[config.mk]
export PLATFORM = sky130hd
export DESIGN_NAME = rf_wb_arbiter_flat
export DESIGN_NICKNAME = d
export VERILOG_FILES = /design/src/rtl/rf_wb_arbiter_pkg.sv /design/src/rtl/rf_wb_arbiter_if.sv /design/src/rtl/rf_wb_arbiter_wb_fifo.sv /design/src/rtl/rf_wb_arbiter.sv /design/src/flat_wrapper.sv
export SDC_FILE = /design/constraint.sdc
export NUM_CORES = 1
export LEC_CHECK = 0
export ABC_AREA = 1
export CORE_UTILIZATION = 60
export DETAILED_ROUTE_END_ITERATION = 8
export DONT_BUFFER_PORTS = 1
export HOLD_SLACK_MARGIN = 0.03
export PLACE_DENSITY_LB_ADDON = 0.2
export SLEW_MARGIN = 15
export SYNTH_ARGS = -nofsm -noshare
export SYNTH_HDL_FRONTEND = slang
export SYNTH_HIERARCHICAL = 1
export SYNTH_SLANG_ARGS = --single-unit
[constraint.sdc]
create_clock -name clk -period 4.6 [get_ports clk]
set_input_delay 0.92 -clock clk [delete_from_list [all_inputs] [get_ports clk]]
set_output_delay 0.92 -clock clk [all_outputs]
set_load 0.005 [all_outputs]
[src/rtl/rf_wb_arbiter_pkg.sv]
// rtl/rf_wb_arbiter_pkg.sv - shared widths and encodings for the write-back arbiter
package rf_wb_arbiter_pkg;

    localparam int DEF_REG_DATA_WIDTH  = 32;
    localparam int DEF_REG_CODE_LENGTH = 5;
    localparam int DEF_REG_DEPTH       = 32;
    localparam int DEF_WB_FIFO_DEPTH   = 4;
    localparam int DEF_STARVE_LIMIT    = 4;

    typedef enum logic {
        WB_NORMAL = 1'b0,
        WB_DRAIN  = 1'b1
    } wb_state_t;

    typedef enum logic {
        SRC_ALU = 1'b0,
        SRC_MC  = 1'b1
    } wb_src_t;

endpackage

[src/rtl/rf_wb_arbiter_if.sv]
// rtl/rf_wb_arbiter_if.sv - result, issue, hazard-query and register-file write bundle
interface rf_wb_arbiter_if #(
    parameter int REG_DATA_WIDTH  = 32,
    parameter int REG_CODE_LENGTH = 5
);
    logic                       alu_valid;
    logic [REG_CODE_LENGTH-1:0] alu_rd;
    logic [REG_DATA_WIDTH-1:0]  alu_data;
    logic                       mc_valid;
    logic                       mc_ready;
    logic [REG_CODE_LENGTH-1:0] mc_rd;
    logic [REG_DATA_WIDTH-1:0]  mc_data;
    logic                       iss_valid;
    logic [REG_CODE_LENGTH-1:0] iss_rd;
    logic                       iss_ready;
    logic [REG_CODE_LENGTH-1:0] chk_rs1;
    logic [REG_CODE_LENGTH-1:0] chk_rs2;
    logic [REG_CODE_LENGTH-1:0] chk_rd;
    logic                       busy_rs1;
    logic                       busy_rs2;
    logic                       busy_rd;
    logic                       wb_stall;
    logic                       RegWrite;
    logic [REG_CODE_LENGTH-1:0] w_rg;
    logic [REG_DATA_WIDTH-1:0]  w_data;

    modport master (
        output alu_valid, alu_rd, alu_data, mc_valid, mc_rd, mc_data,
        output iss_valid, iss_rd, chk_rs1, chk_rs2, chk_rd,
        input  mc_ready, iss_ready, busy_rs1, busy_rs2, busy_rd,
        input  wb_stall, RegWrite, w_rg, w_data
    );

    modport slave (
        input  alu_valid, alu_rd, alu_data, mc_valid, mc_rd, mc_data,
        input  iss_valid, iss_rd, chk_rs1, chk_rs2, chk_rd,
        output mc_ready, iss_ready, busy_rs1, busy_rs2, busy_rd,
        output wb_stall, RegWrite, w_rg, w_data
    );
endinterface

[src/rtl/rf_wb_arbiter_wb_fifo.sv]
// rtl/rf_wb_arbiter_wb_fifo.sv - synchronous FIFO, no fall-through, wrap bit on pointers
module wb_fifo #(
    parameter int WIDTH = 37,
    parameter int DEPTH = 4
) (
    input  logic             clk,
    input  logic             rst,
    input  logic             push,
    input  logic [WIDTH-1:0] push_data,
    input  logic             pop,
    output logic [WIDTH-1:0] pop_data,
    output logic             full,
    output logic             empty
);
    localparam int AW = $clog2(DEPTH);

    logic [WIDTH-1:0] mem [DEPTH];
    logic [AW:0]      wr_ptr;
    logic [AW:0]      rd_ptr;

    always_ff @(posedge clk or negedge rst) begin
        if (!rst) begin
            wr_ptr <= '0;
            rd_ptr <= '0;
        end else begin
            if (push && !full)
                wr_ptr <= wr_ptr + (AW+1)'(1);
            if (pop && !empty)
                rd_ptr <= rd_ptr + (AW+1)'(1);
        end
    end

    // Storage needs no reset: pointer reset alone discards stale entries.
    always_ff @(posedge clk) begin
        if (push && !full)
            mem[wr_ptr[AW-1:0]] <= push_data;
    end

    assign pop_data = mem[rd_ptr[AW-1:0]];
    assign empty    = (wr_ptr == rd_ptr);
    assign full     = (wr_ptr[AW] != rd_ptr[AW]) && (wr_ptr[AW-1:0] == rd_ptr[AW-1:0]);

endmodule

[src/rtl/rf_wb_arbiter.sv]
// rtl/rf_wb_arbiter.sv - merges ALU and buffered multi-cycle results onto the register-file write port
module rf_wb_arbiter
    import rf_wb_arbiter_pkg::*;
#(
    parameter int REG_DATA_WIDTH  = DEF_REG_DATA_WIDTH,
    parameter int REG_CODE_LENGTH = DEF_REG_CODE_LENGTH,
    parameter int REG_DEPTH       = DEF_REG_DEPTH,
    parameter int WB_FIFO_DEPTH   = DEF_WB_FIFO_DEPTH,
    parameter int STARVE_LIMIT    = DEF_STARVE_LIMIT
) (
    input  logic           clk,
    input  logic           rst,
    rf_wb_arbiter_if.slave bus
);
    localparam int EW = REG_CODE_LENGTH + REG_DATA_WIDTH;
    localparam int CW = $clog2(STARVE_LIMIT + 1);

    logic                       fifo_full;
    logic                       fifo_empty;
    logic                       alu_win;
    logic                       do_push;
    logic                       do_pop;
    logic [EW-1:0]              head;
    logic [REG_CODE_LENGTH-1:0] head_rd;
    logic [REG_DATA_WIDTH-1:0]  head_data;
    logic [REG_DEPTH-1:0]       busy;
    logic                       iss_set;
    logic                       mc_clear;
    wb_src_t                    src_q;
    wb_state_t                  state;
    wb_state_t                  state_next;
    logic [CW-1:0]              starve_cnt;
    logic [CW-1:0]              starve_next;

    assign alu_win      = bus.alu_valid && (bus.alu_rd != '0);
    assign bus.mc_ready = !fifo_full;
    assign do_push      = bus.mc_valid && !fifo_full;
    assign do_pop       = !alu_win && !fifo_empty;
    assign head_rd      = head[EW-1:REG_DATA_WIDTH];
    assign head_data    = head[REG_DATA_WIDTH-1:0];

    wb_fifo #(.WIDTH(EW), .DEPTH(WB_FIFO_DEPTH)) u_fifo (
        .clk       (clk),
        .rst       (rst),
        .push      (do_push),
        .push_data ({bus.mc_rd, bus.mc_data}),
        .pop       (do_pop),
        .pop_data  (head),
        .full      (fifo_full),
        .empty     (fifo_empty)
    );

    // x0 results still drain from the buffer but never reach the register file.
    always_ff @(posedge clk or negedge rst) begin
        if (!rst) begin
            bus.RegWrite <= 1'b0;
            bus.w_rg     <= '0;
            bus.w_data   <= '0;
            src_q        <= SRC_ALU;
        end else if (alu_win) begin
            bus.RegWrite <= 1'b1;
            bus.w_rg     <= bus.alu_rd;
            bus.w_data   <= bus.alu_data;
            src_q        <= SRC_ALU;
        end else if (do_pop) begin
            bus.RegWrite <= (head_rd != '0);
            bus.w_rg     <= head_rd;
            bus.w_data   <= head_data;
            src_q        <= SRC_MC;
        end else begin
            bus.RegWrite <= 1'b0;
        end
    end

    // Busy clears on the same edge the register file captures the value.
    assign iss_set  = bus.iss_valid && bus.iss_ready && (bus.iss_rd != '0);
    assign mc_clear = bus.RegWrite && (src_q == SRC_MC);

    always_ff @(posedge clk or negedge rst) begin
        if (!rst) begin
            busy <= '0;
        end else begin
            if (mc_clear)
                busy[bus.w_rg] <= 1'b0;
            if (iss_set)
                busy[bus.iss_rd] <= 1'b1;
            busy[0] <= 1'b0;
        end
    end

    assign bus.iss_ready = !busy[bus.iss_rd];
    assign bus.busy_rs1  = busy[bus.chk_rs1];
    assign bus.busy_rs2  = busy[bus.chk_rs2];
    assign bus.busy_rd   = busy[bus.chk_rd];

    always_ff @(posedge clk or negedge rst) begin
        if (!rst) begin
            state      <= WB_NORMAL;
            starve_cnt <= '0;
        end else begin
            state      <= state_next;
            starve_cnt <= starve_next;
        end
    end

    always_comb begin
        state_next  = state;
        starve_next = starve_cnt;
        case (state)
            WB_NORMAL: begin
                if (do_pop) begin
                    starve_next = '0;
                end else if (alu_win && !fifo_empty) begin
                    starve_next = starve_cnt + CW'(1);
                    if (starve_next == CW'(STARVE_LIMIT))
                        state_next = WB_DRAIN;
                end
            end
            WB_DRAIN: begin
                if (do_pop) begin
                    state_next  = WB_NORMAL;
                    starve_next = '0;
                end
            end
            default: state_next = WB_NORMAL;
        endcase
    end

    always_comb begin
        bus.wb_stall = (state == WB_DRAIN);
    end

    alu_write_to_busy: assert property (@(posedge clk) disable iff (!rst)
        !(alu_win && busy[bus.alu_rd]));

endmodule

[src/flat_wrapper.sv]
// flat-port wrapper written by rule: the top's interface ports become plain ports
module rf_wb_arbiter_flat import rf_wb_arbiter_pkg::*;
#(
    parameter int REG_DATA_WIDTH  = DEF_REG_DATA_WIDTH,
    parameter int REG_CODE_LENGTH = DEF_REG_CODE_LENGTH,
    parameter int REG_DEPTH       = DEF_REG_DEPTH,
    parameter int WB_FIFO_DEPTH   = DEF_WB_FIFO_DEPTH,
    parameter int STARVE_LIMIT    = DEF_STARVE_LIMIT
)
  (clk, rst, bus_alu_valid, bus_alu_rd, bus_alu_data, bus_mc_valid, bus_mc_rd, bus_mc_data, bus_iss_valid, bus_iss_rd, bus_chk_rs1, bus_chk_rs2, bus_chk_rd, bus_mc_ready, bus_iss_ready, bus_busy_rs1, bus_busy_rs2, bus_busy_rd, bus_wb_stall, bus_RegWrite, bus_w_rg, bus_w_data);
  rf_wb_arbiter_if #(.REG_DATA_WIDTH(REG_DATA_WIDTH), .REG_CODE_LENGTH(REG_CODE_LENGTH)) bus_i ();
  input  logic clk;
  input  logic rst;
  input wire logic [$bits(bus_i.alu_valid)-1:0] bus_alu_valid;
  input wire logic [$bits(bus_i.alu_rd)-1:0] bus_alu_rd;
  input wire logic [$bits(bus_i.alu_data)-1:0] bus_alu_data;
  input wire logic [$bits(bus_i.mc_valid)-1:0] bus_mc_valid;
  input wire logic [$bits(bus_i.mc_rd)-1:0] bus_mc_rd;
  input wire logic [$bits(bus_i.mc_data)-1:0] bus_mc_data;
  input wire logic [$bits(bus_i.iss_valid)-1:0] bus_iss_valid;
  input wire logic [$bits(bus_i.iss_rd)-1:0] bus_iss_rd;
  input wire logic [$bits(bus_i.chk_rs1)-1:0] bus_chk_rs1;
  input wire logic [$bits(bus_i.chk_rs2)-1:0] bus_chk_rs2;
  input wire logic [$bits(bus_i.chk_rd)-1:0] bus_chk_rd;
  output wire logic [$bits(bus_i.mc_ready)-1:0] bus_mc_ready;
  output wire logic [$bits(bus_i.iss_ready)-1:0] bus_iss_ready;
  output wire logic [$bits(bus_i.busy_rs1)-1:0] bus_busy_rs1;
  output wire logic [$bits(bus_i.busy_rs2)-1:0] bus_busy_rs2;
  output wire logic [$bits(bus_i.busy_rd)-1:0] bus_busy_rd;
  output wire logic [$bits(bus_i.wb_stall)-1:0] bus_wb_stall;
  output wire logic [$bits(bus_i.RegWrite)-1:0] bus_RegWrite;
  output wire logic [$bits(bus_i.w_rg)-1:0] bus_w_rg;
  output wire logic [$bits(bus_i.w_data)-1:0] bus_w_data;
  assign bus_i.alu_valid = bus_alu_valid;
  assign bus_i.alu_rd = bus_alu_rd;
  assign bus_i.alu_data = bus_alu_data;
  assign bus_i.mc_valid = bus_mc_valid;
  assign bus_i.mc_rd = bus_mc_rd;
  assign bus_i.mc_data = bus_mc_data;
  assign bus_i.iss_valid = bus_iss_valid;
  assign bus_i.iss_rd = bus_iss_rd;
  assign bus_i.chk_rs1 = bus_chk_rs1;
  assign bus_i.chk_rs2 = bus_chk_rs2;
  assign bus_i.chk_rd = bus_chk_rd;
  assign bus_mc_ready = bus_i.mc_ready;
  assign bus_iss_ready = bus_i.iss_ready;
  assign bus_busy_rs1 = bus_i.busy_rs1;
  assign bus_busy_rs2 = bus_i.busy_rs2;
  assign bus_busy_rd = bus_i.busy_rd;
  assign bus_wb_stall = bus_i.wb_stall;
  assign bus_RegWrite = bus_i.RegWrite;
  assign bus_w_rg = bus_i.w_rg;
  assign bus_w_data = bus_i.w_data;
  rf_wb_arbiter #(.REG_DATA_WIDTH(REG_DATA_WIDTH), .REG_CODE_LENGTH(REG_CODE_LENGTH), .REG_DEPTH(REG_DEPTH), .WB_FIFO_DEPTH(WB_FIFO_DEPTH), .STARVE_LIMIT(STARVE_LIMIT)) u_core (.clk(clk), .rst(rst), .bus(bus_i));
endmodule
==> impl_metrics.csv <==
group,metric,value,unit
clocking,clockBufferDepth,3,
grt,grt_pass1_wl,39000,um
detailed_routing,vias_per_cell,6.00,
placed_design,portBuffers,0,
run_status,status,"complete, no violations",
clocking,cts_buffers,23,
detailed_routing,antenna_left,0,
detailed_routing,drt_first_iter_violations,773,
timing,tightest_slew,877,ps
detailed_routing,route.vias.total,7845,
yosys,syn_area_per_cell,9.62,um^2
grt,grt_pass1_vias,7645,
hold_path,hp-class,"in2async",
grt,grtUsageTotal,28.3,%
floorplanning,die_h,134,um
cells_and_area,final_cell_mix,"nand2_1, edfxtp_1, o21ai_0, nor2_1, nand3_1",
timing,rsz0062_at_grt,"no",
yosys,syn_area,10400,um^2
grt,grt_max_degree,81,
yosys,syn_nets,1191,
cells_and_area,layout.nets,1180,
cells_and_area,layout-area-overhead-vs-synth,7.59,%
timing,slew_headroom,41.5,%
detailed_routing,wire_per_inst,19.0,um
yosys,ys.warnings.count,6,
detailed_routing,dr_wl_met3,2430,um
timing,fmax,0.371,GHz
power_and_ir_drop,power_leakage,4.40,nW
detailed_routing,wl_met2,11700,um
timing,fin_crit_sh,58.5,%
job,cap_violations,0,
floorplanning,num_rows,47,
yosys,ys_seq_elements,228,
clocking,clkLatencyLatePin,510,ps
yosys,synth.distinct_cells,32,
setup_path,worstSetupEndpointType,"flop",
yosys,synth_edf_count,148,
clocking,clkTransAtPathRegs,60,ps
cells_and_area,final_common_cell,"nand2_1",
power_and_ir_drop,power,7.12,mW
placed_design,dpl.hpwl,16000,um
setup_path,worstRegToRegCells,9,
clocking,cts_setup_buffers,0,
clocking,clock_sinks,228,
grt,antenna_found_initial,0,
clocking,cts_resized,0,
floorplanning,pin_count,143,
yosys,ys_seq_area_share,61.7,%
timing,setup_tns,0,ps
yosys,synth_top_area_cell,"edfxtp_1",
setup_path,worstPathRequired,4800,ps
timing,setup_violations,0,
timing,slew_viol_final,0,
timing,fin_crit,2690,ps
yosys,yosys_most_used_dff,"edfxtp_1",
timing,clock_skew,12.7,ps
setup_path,worst_ep_arrival_time,2890,ps
yosys,synth_cells,1085,
floorplanning,core,16800,um^2
floorplanning,die_w,134,um
detailed_routing,drc,0,
clocking,htree_levels,1,
cells_and_area,fin_util,67.0,%
power_and_ir_drop,pwr_density_cell,634,nW/um^2
power_and_ir_drop,vdd_drop_max,0.436,mV
clocking,cts-root-buf,"clkbuf_16",
setup_path,cp-start-kind,"flop",
setup_path,crit_type,"reg2reg",
clocking,cts_tree,"built",
placed_design,gp_congestion,0.977,
yosys,synth.top_cell.area_share,42.6,%
grt,grt-ovfl-total,0,
detailed_routing,drt-pass1-iter-count,5,
timing,finalHoldViolations,0,
floorplanning,floorplan.initialDensity,62.3,%
floorplanning,die-area,17900,um^2
cells_and_area,drive_above_1_share,6.89,%
cells_and_area,num_antenna_cells,0,
yosys,async_flop_share,35.1,%
clocking,cts_hold_repair.buffers,0,
setup_path,path_max_fanout,19,
yosys,synth.area.top_cells,"edfxtp_1, dfrtp_1, nand2_1, o21ai_0, nand3_1",
detailed_routing,dr.max_layer_used,"met4",
detailed_routing,drt-met1-wl,9640,um
detailed_routing,drt-total-wl,24800,um
cells_and_area,fillers,1326,
## cell type report
type,count,area [um^2],share of cell area (%)
Multi-Input combinational cell,751,3560,31.7
Timing Repair Buffer,9,67.6,0.602
Tap cell,220,275,2.45
Clock buffer,30,602,5.36
Sequential cell,228,6450,57.4
Inverter,61,231,2.06
Clock inverter,9,51.3,0.457
## Yosys cell counts (all sizes together) (7+ instances only)
master	count
a21oi	10
o221ai	17
edfxtp	148
nor2	131
dfrtp	80
o22ai	37
o211ai	9
nor3	9
inv	61
clkbuf	23
o21ai	155
buf	22
nand2	272
nand3	100
ha	7
## power by group
| group | leakage [nW] | switching, mW | internal [mW] |
|---|---|---|---|
| Clock | 0.325 | 0.725 | 0.921 |
| Sequential | 2.28 | 0.554 | 2.85 |
| Combinational | 1.79 | 1.43 | 0.647 |
| Total | 4.40 | 2.71 | 4.42 |
## per-stage QoR
step / cells / hold WS, ps / setup WS [ps] / instance area (um^2)
2_1_floorplan: 1085 / 453 / 1270 / 10400
3_3_place_gp: 1269 / 472 / 1890 / 10600
6_report: 1308 / 105 / 1910 / 11200
4_1_cts: 1308 / 95.4 / 1880 / 11200
3_5_place_dp: 1269 / 493 / 1830 / 10600
5_1_grt: 1308 / 84.5 / 1700 / 11200
## path summary, 6_finish.rpt
check | from | to | slack (ps)
min | rst | u_core/bus.w_data[13] | 110
max reg2reg | u_core/u_fifo/wr_ptr[0] | u_core/u_fifo/mem[3][26] | 1910
min reg2reg | u_core/starve_cnt[0] | u_core/starve_cnt[0] | 500
max in group asynchronous | rst | u_core/bus.w_data[8] | 4390
max | u_core/u_fifo/wr_ptr[0] | u_core/u_fifo/mem[3][26] | 1910
min in group clk | u_core/starve_cnt[0] | u_core/starve_cnt[0] | 500
## kinds of logic (layout without fill, tap and decap cells)
family	Yosys count	in the layout	synth area share, %
buffers and inverters	106	109	4.40
AND/OR/NAND/NOR	513	513	20.6
adder cells (fa/ha/maj)	7	7	0.839
AO/OA/AOI/OAI	228	228	12.2
XOR/XNOR	3	3	0.252
flip-flops	228	228	61.7
## layer usage
| layer | GRT usage, % | vias to the layer above |
|---|---|---|
| li1 | - | 3741 |
| met1 | 35.7 | 3644 |
| met2 | 46.7 | 387 |
| met3 | 6.35 | 73 |
| met4 | 12.8 | 0 |
| met5 | 0 | - |
## state kept, by name, indices dropped and copies added, names as in the netlist
name and count:
u_core/bus.RegWrite 1, u_core/bus.w_data 32, u_core/bus.w_rg 5, u_core/bus.wb_stall 1, u_core/busy 31, u_core/src_q 1
u_core/starve_cnt 3, u_core/u_fifo/mem 148, u_core/u_fifo/rd_ptr 3, u_core/u_fifo/wr_ptr 3
## critical path: stages (launching register included)
cell and delay (ps):
dfrtp_1 420, inv_1 110, nand2_1 120, nand2_4 70, nand3_4 110, inv_1 60, nor2_1 350, nand3_1 150
inv_1 660, buf_4 340
Power figures use the tool's default switching activity.
